==> src/rtl/vec_pkg.sv <==
// Shared FSM encoding and default geometry for the vector SAD scanner.
package vec_pkg;

    typedef enum logic [1:0] {
        IDLE = 2'd0,
        SCAN = 2'd1,
        DONE = 2'd2
    } state_t;

    localparam int DEF_RAM_WIDTH            = 4;
    localparam int DEF_RAM_ADDR_BITS_VECTOR = 6;
    localparam int DEF_VEC_LEN              = 64;

endpackage

==> src/rtl/abs_diff.sv <==
// Unsigned absolute difference |a - b|; the result always fits in W bits.
module abs_diff #(
    parameter int W = 4
) (
    input  logic [W-1:0] a,
    input  logic [W-1:0] b,
    output logic [W-1:0] y
);

    assign y = (a >= b) ? (a - b) : (b - a);

endmodule

==> src/rtl/vector_sad_scan.sv <==
// Streams a feature vector against a reference-vector memory and returns the sum of absolute differences.
// Optional feature: define SAD_THRESHOLD_EN to add the sad_threshold input and the res_diseased flag.
module vector_sad_scan
    import vec_pkg::*;
#(
    parameter int  RAM_WIDTH            = DEF_RAM_WIDTH,
    parameter int  RAM_ADDR_BITS_VECTOR = DEF_RAM_ADDR_BITS_VECTOR,
    parameter int  VEC_LEN              = DEF_VEC_LEN,
    localparam int ACC_W                = RAM_WIDTH + RAM_ADDR_BITS_VECTOR
) (
    input  logic                            clk,
    input  logic                            rst_n,
    input  logic                            start,
    output logic                            busy,
    input  logic                            s_valid,
    input  logic [RAM_WIDTH-1:0]            s_data,
    output logic                            s_ready,
    output logic [RAM_ADDR_BITS_VECTOR-1:0] addr_vector,
    input  logic [RAM_WIDTH-1:0]            ref_data,
    output logic                            res_valid,
    input  logic                            res_ready,
    output logic [ACC_W-1:0]                res_sad
`ifdef SAD_THRESHOLD_EN
    ,
    input  logic [ACC_W-1:0]                sad_threshold,
    output logic                            res_diseased
`endif
);

    localparam logic [RAM_ADDR_BITS_VECTOR-1:0] LAST_IDX = RAM_ADDR_BITS_VECTOR'(VEC_LEN - 1);

    state_t                          state, state_next;
    logic [RAM_ADDR_BITS_VECTOR-1:0] idx;
    logic [ACC_W-1:0]                acc;
    logic [ACC_W-1:0]                acc_sum;
    logic [RAM_WIDTH-1:0]            diff;
    logic                            accept;
    logic                            last;

    abs_diff #(.W(RAM_WIDTH)) u_abs_diff (
        .a (s_data),
        .b (ref_data),
        .y (diff)
    );

    assign accept  = s_valid && s_ready;
    assign last    = (idx == LAST_IDX);
    assign acc_sum = acc + ACC_W'(diff);

    // NOTE: sequential state uses non-blocking assignments so every register samples pre-edge values.
    always_ff @(posedge clk or negedge rst_n) begin
        if (!rst_n) state <= IDLE;
        else        state <= state_next;
    end

    // NOTE: every output gets a default first so no path through the case can infer a latch.
    always_comb begin
        state_next = state;
        s_ready    = 1'b0;
        busy       = 1'b0;
        res_valid  = 1'b0;
        case (state)
            IDLE: begin
                if (start) state_next = SCAN;
            end
            SCAN: begin
                s_ready = 1'b1;
                busy    = 1'b1;
                if (s_valid && last) state_next = DONE;
            end
            DONE: begin
                busy      = 1'b1;
                res_valid = 1'b1;
                if (res_ready) state_next = IDLE;
            end
            default: state_next = IDLE;
        endcase
    end

    // Index wraps to 0 on the last element so addr_vector already reads 0 once back in IDLE.
    always_ff @(posedge clk or negedge rst_n) begin
        if (!rst_n) begin
            idx <= '0;
            acc <= '0;
        end else if (state == IDLE && start) begin
            idx <= '0;
            acc <= '0;
        end else if (accept) begin
            acc <= acc_sum;
            idx <= last ? '0 : idx + RAM_ADDR_BITS_VECTOR'(1);
        end
    end

    assign addr_vector = idx;
    assign res_sad     = acc;

`ifdef SAD_THRESHOLD_EN
    // Threshold is sampled together with the final sum and held for the whole DONE phase.
    always_ff @(posedge clk or negedge rst_n) begin
        if (!rst_n)                              res_diseased <= 1'b0;
        else if (state == SCAN && accept && last) res_diseased <= (acc_sum <= sad_threshold);
    end
`endif

endmodule

==> config.mk <==
export PLATFORM = sky130hd
export DESIGN_NAME = vector_sad_scan
export DESIGN_NICKNAME = d
export VERILOG_FILES = /design/src/rtl/vec_pkg.sv /design/src/rtl/abs_diff.sv /design/src/rtl/vector_sad_scan.sv
export SDC_FILE = /design/constraint.sdc
export NUM_CORES = 1
export LEC_CHECK = 0
export CAP_MARGIN = 5
export CORE_MARGIN = 5
export CORE_UTILIZATION = 49
export DETAILED_ROUTE_END_ITERATION = 16
export GPL_ROUTABILITY_DRIVEN = 0
export GPL_TIMING_DRIVEN = 0
export PLACE_DENSITY = 0.79
export SETUP_SLACK_MARGIN = 0.15
export SYNTH_ARGS = -nofsm -noshare
export SYNTH_HDL_FRONTEND = slang
export SYNTH_SLANG_ARGS = --single-unit
==> constraint.sdc <==
create_clock -name clk -period 2.3 [get_ports clk]
set_input_delay 0.46 -clock clk [delete_from_list [all_inputs] [get_ports clk]]
set_output_delay 0.46 -clock clk [all_outputs]
set_load 0.01 [all_outputs]
After elaboration in Yosys (flattened, before gate mapping)

Cells that the tools add are included.

Logic and storage cells: 34
Output and inout port bits: 19
Register bits after elaboration: 18
Bits in writable memories: 0
Input bits: 13
Latch bits: 0
Memories kept: 0
ROM bits: 0

Multiply operators: 0
$add $sub $neg: 4
Magnitude comparators: 1
Shifts and indexed selects: 0
Reduce and logical (&&, ||, !) cells: 7
Bitwise logic cells: 0
Muxes and demuxes: 13
Equal/unequal tests: 6
Div/mod/pow operators: 0

Operators with widths:

| cell                                                                  | count |
|---|---|
| 10-bit two-way mux                                                    | 2 |
| 6-bit two-way mux                                                     | 3 |
| 10-bit by 4-bit adder with 10-bit output                              | 1 |
| 4-bit subtractor                                                      | 2 |
| 6-bit by 1-bit adder with 6-bit output, second input constant         | 1 |
| 6-bit equality test, second input constant                            | 1 |
| 2-bit two-way mux                                                     | 3 |
| 2-bit != test, second input constant                                  | 3 |
| 2-bit one-hot mux with 3 select lines                                 | 1 |
| 4-bit >= comparator                                                   | 1 |
| 4-bit two-way mux                                                     | 1 |
| 1-bit logical AND                                                     | 3 |
| 1-bit two-way mux                                                     | 3 |
| 3-bit AND reduction                                                   | 1 |
| 2-bit by 1-bit equality test with 1-bit output, second input constant | 1 |
| 2-bit equality test, second input constant                            | 1 |
| 2-bit logical NOT                                                     | 1 |
| 2-bit nonzero test                                                    | 1 |
| 2-bit OR reduction                                                    | 1 |

Logic depth before layout (Yosys ltp)

Depth after elaboration: 5
Gate-level depth with buffers: 13
Depth with buffers taken out: 13

Hierarchy

From an unflattened synthesis, not the netlist that was laid out.

Cells, all modules: 152
Area, all modules: 1375.1 µm²

By module, submodules not included:

| module          | cells an instance | area an instance (µm²) | times used | seq. area each (µm²) |
|---|---|---|---|---|
| vector_sad_scan | 113               | 1069.8                 | 1          | 450.4 |
| abs_diff        | 39                | 305.3                  | 1          | 0.0 |

Worst setup path after synthesis

OpenSTA, ideal clock, no wires.

Path type: input -> register
Start: input s_data[0]
End: register acc[6], in the netlist res_sad[6]
Arrival time: 2642 ps
Path slack: -474 ps
Library setup time: 132 ps
Path buffers: 0
Stages on the path: 12
Cell sequence: inv_1 ha_1 inv_1 fa_1 a21oi_1 o21ai_1 mux2_2 fa_1 a211oi_1 nor3_1 xnor2_1 nor2_1

Cells in the longest elaborated chain, start to end: 5
Elaborated cells between the ends (all ways): 7
Those cells by class: add/sub (3); order compare (1); mux (3)

Ends and longest elaborated chain:

| element                                                 | line                  | source |
|---|---|---|
| start: declaration                                      | vector_sad_scan.sv:16 | `input logic [RAM_WIDTH-1:0] s_data,` |
| 4-bit subtractor or 4-bit >= comparator (tied branches) | abs_diff.sv:10        | `assign y = (a >= b) ? (a - b) : (b - a);` |
| 4-bit two-way mux *                                     | abs_diff.sv:10        |  |
| 10-bit by 4-bit adder with 10-bit output *              | vector_sad_scan.sv:48 | `assign acc_sum = acc + ACC_W'(diff);` |
| 10-bit two-way mux *                                    | vector_sad_scan.sv:88 | `end else if (accept) begin` |
| 10-bit two-way mux *                                    | vector_sad_scan.sv:85 | `end else if (state == IDLE && start) begin` |
| end signal: assignment                                  | vector_sad_scan.sv:89 | `acc <= acc_sum;` |
| end: declaration                                        | vector_sad_scan.sv:34 | `logic [ACC_W-1:0] acc;` |

Mark *: on every way between the ends. The rest lies on a longest branch, timed or not. The select of a mux whose other input is x is not followed.
A chain may end at the register's enable or synchronous reset.

Worst setup path after layout

Start: input s_data[0]
End: register acc[5], in the netlist res_sad[5]

Same word-level chain as after synthesis.

==> impl_metrics.json <==
{
  "synthFlopType": "dfrtp_1",
  "max_stage_delay_ns": 0.36,
  "syn2layout_area_growth_pct": 51.4,
  "final_max_slew_viol_count": 0,
  "pin_count": 32,
  "power_density_nw_per_um2": 859,
  "cap_violations": 0,
  "synth_edf_count": 0,
  "period_needed_ns": 2.63,
  "cts_sinks": 18,
  "cp-endpoint": "res_sad[5]$_DFFE_PN0P_",
  "root_buffer": "clkbuf_4",
  "portBuffers": 31,
  "leakagePower_nw": 0.918,
  "worstPathCellList": "buf_12 > inv_12 > ha_4 > inv_2 > fa_2 > a21oi_4 > o21ai_4 > buf_6 > mux2_4 > buf_4 > ha_4 > a211oi_4 > o21bai_4 > a31oi_2 > a41o_1",
  "clk_latency_ns": 0.31,
  "netlist_area_um2": 1360,
  "setup_viol": 8,
  "syn-num-nets": 181,
  "slew_headroom": 0.462,
  "die_h_um": 62.7,
  "worst_pin_slew_ns": 0.805,
  "yosys_warnings": 0,
  "synth_largest_area_cell": "dfrtp_1",
  "pre_cts_ws_ns": -1.09,
  "endpoint_kind": "flop",
  "initial_core_util": 0.502,
  "synth_top_cell_area_share": 0.331,
  "synthTopCellsByArea": "dfrtp_1, ha_1, nand2_1",
  "wire_per_inst_um": 16.7,
  "hp-class": "reg2reg",
  "num_rows": 19,
  "reg2reg_setup_slack_ns": 0.46,
  "ys_async_sr_fraction": 1.00,
  "slowest_stage": "fa_2",
  "ys_top_cells_by_count": "dfrtp_1, nand2_1, ha_1, inv_1",
  "routed_wl_um": 3800,
  "drt_iter0_markers": 42,
  "period_share": 1.14,
  "crit_path_max_fanout": 6,
  "cp.required_ns": 2.56,
  "finClkSkew_ns": 0.00736,
  "htree_num_levels": 1,
  "drc_errors": 0,
  "yosysSeqAreaShare": 0.331,
  "cts_buffers": 3,
  "hold_start": "addr_vector[5]$_DFFE_PN0P_",
  "critical_path_arrival_ns": 2.89,
  "grt_util_all_layers": 0.197,
  "avgSynthCellArea_um2": 9.13,
  "grt_max_degree": 19,
  "clock_path_buffers": 2,
  "synth_cell_types": 40,
  "dieArea_um2": 3930,
  "cp_common_cell": "ha_4",
  "crit_type": "in2reg",
  "reg2reg_to": "res_sad[4]$_DFFE_PN0P_",
  "grt_pass1_wl_um": 6270,
  "grt_pass1_vias": 1343,
  "violations": "negative setup slack",
  "fmax_mhz": 380,
  "grt_setup_unrepaired": "yes",
  "drive_above_1_share": 0.301,
  "die_w_um": 62.7,
  "clkTransAtPathRegs_ns": 0.11,
  "dp_hpwl_um": 2560,
  "antenna_found_initial": 0,
  "ant_nets": 0,
  "cts_tree": "done",
  "core_region_area_um2": 2710,
  "start_kind": "input port",
  "reg2reg_from": "res_sad[0]$_DFFE_PN0P_",
  "diodes": 0,
  "status": "finished with violations",
  "irDropWorstVdd_mv": 0.600,
  "worstSetupStartpoint": "s_data[0]",
  "fin_nets": 229,
  "r2r_cells": 6,
  "yosys_register_bits": 18,
  "drt_pre_antenna_iters": 4,
  "dr_total_vias": 1294,
  "overflow": 0,
  "hold_violations": 0,
  "fin_ws_ns": -0.332,
  "netlist_instances": 149,
  "final.setup.tns_ns": -2.31,
  "vias_per_cell": 5.70
}
[metal layers]
| metal | wire, µm | track usage |
|---|---|---|
| met4 | 102 | 0.0637 |
| met5 | 0 | 0 |
| met1 | 1490 | 0.224 |
| met2 | 2070 | 0.369 |
| met3 | 127 | 0.0324 |
[layout make-up]
type | count | area, µm²
flip-flops and latches | 18 | 450
clock buffers | 4 | 36.3
plain buffers | 3 | 20.0
fillers | 190 | 651
repair buffers | 43 | 419
multi-input cells | 114 | 1030
well taps | 31 | 38.8
inverters | 14 | 65.1
[cells in the final DEF, fill, tap and decap left out, drive strengths merged, types with 2 or more instances in the layout]
cell / n
a211oi: 4
a21o: 2
a21oi: 12
a31oi: 4
a41o: 3
and2: 2
buf: 17
clkbuf: 5
clkdlybuf4s15: 2
clkdlybuf4s50: 22
dfrtp: 18
dlygate4sd2: 3
fa: 3
ha: 16
inv: 14
mux2: 2
mux2i: 2
nand2: 20
nand3: 3
nand4: 3
nor2: 11
nor3: 2
o211ai: 2
o21ai: 9
xnor2: 4
xor2: 2
[worst max-delay path, delay by kind of cell]
kind,cells,cell delay [ns]
AO/OA/AOI/OAI,6,0.97
adder cells (fa/ha/maj),3,0.69
buffers and inverters,5,0.44
multiplexers,1,0.31
[worst min-delay path by stage]
stage,to,slack [ns],cells after the start
after floorplan,addr_vector[0]$_DFFE_PN0P_,0.16,0
after global placement,addr_vector[5]$_DFFE_PN0P_,0.50,1
after detailed placement,addr_vector[5]$_DFFE_PN0P_,0.51,1
after CTS,addr_vector[5]$_DFFE_PN0P_,0.53,1
after global routing,addr_vector[5]$_DFFE_PN0P_,0.57,1
final,addr_vector[5]$_DFFE_PN0P_,0.53,1
[per-stage QoR]
| step | instance area (µm²) | std cells | hold slack (ns) | utilization | power (mW) |
|---|---|---|---|---|---|
| finish | 2060 | 227 | 0.531 | 0.760 | 1.77 |
| CTS | 1990 | 225 | 0.534 | 0.733 | 1.65 |
| floorplan | 1410 | 149 | 0.164 | - | 0.959 |
| global route | 2060 | 227 | 0.567 | 0.760 | 1.89 |
| detailed placement | 1760 | 211 | 0.513 | 0.650 | 1.25 |
| global placement | 1760 | 211 | 0.502 | 0.650 | 1.21 |
[state kept, by name (all words and copies together), names as in the netlist]
register     count
res_sad         10
addr_vector      6
state            2
[what timing repair did]
| action | in CTS | in global routing |
|---|---|---|
| hold buffers | 0 | 0 |
| endpoints found under the setup margin | 10 | 10 |
| gates cloned | 0 | 0 |
| gates resized for setup | 45 | 18 |
| pin swaps | 20 | 22 |
| setup buffers | 10 | 2 |
[report_power, final]
| group | total (mW) | internal (mW) | switching (mW) |
|---|---|---|---|
| sequential | 0.453 | 0.376 | 0.0773 |
| combinational | 1.11 | 0.566 | 0.548 |
| clock | 0.202 | 0.0969 | 0.105 |
| total | 1.77 | 1.04 | 0.730 |
[cell families after synthesis]
logic type,synth area share
adders and majority gates,0.191
muxes,0.0313
AOI/OAI and AO/OA,0.199
DFF,0.331
xor gates and xnor gates,0.0386
and+or+nand+nor,0.155
buffers and inverters,0.0534
Note: power is estimated with default switching activity, not from simulation.
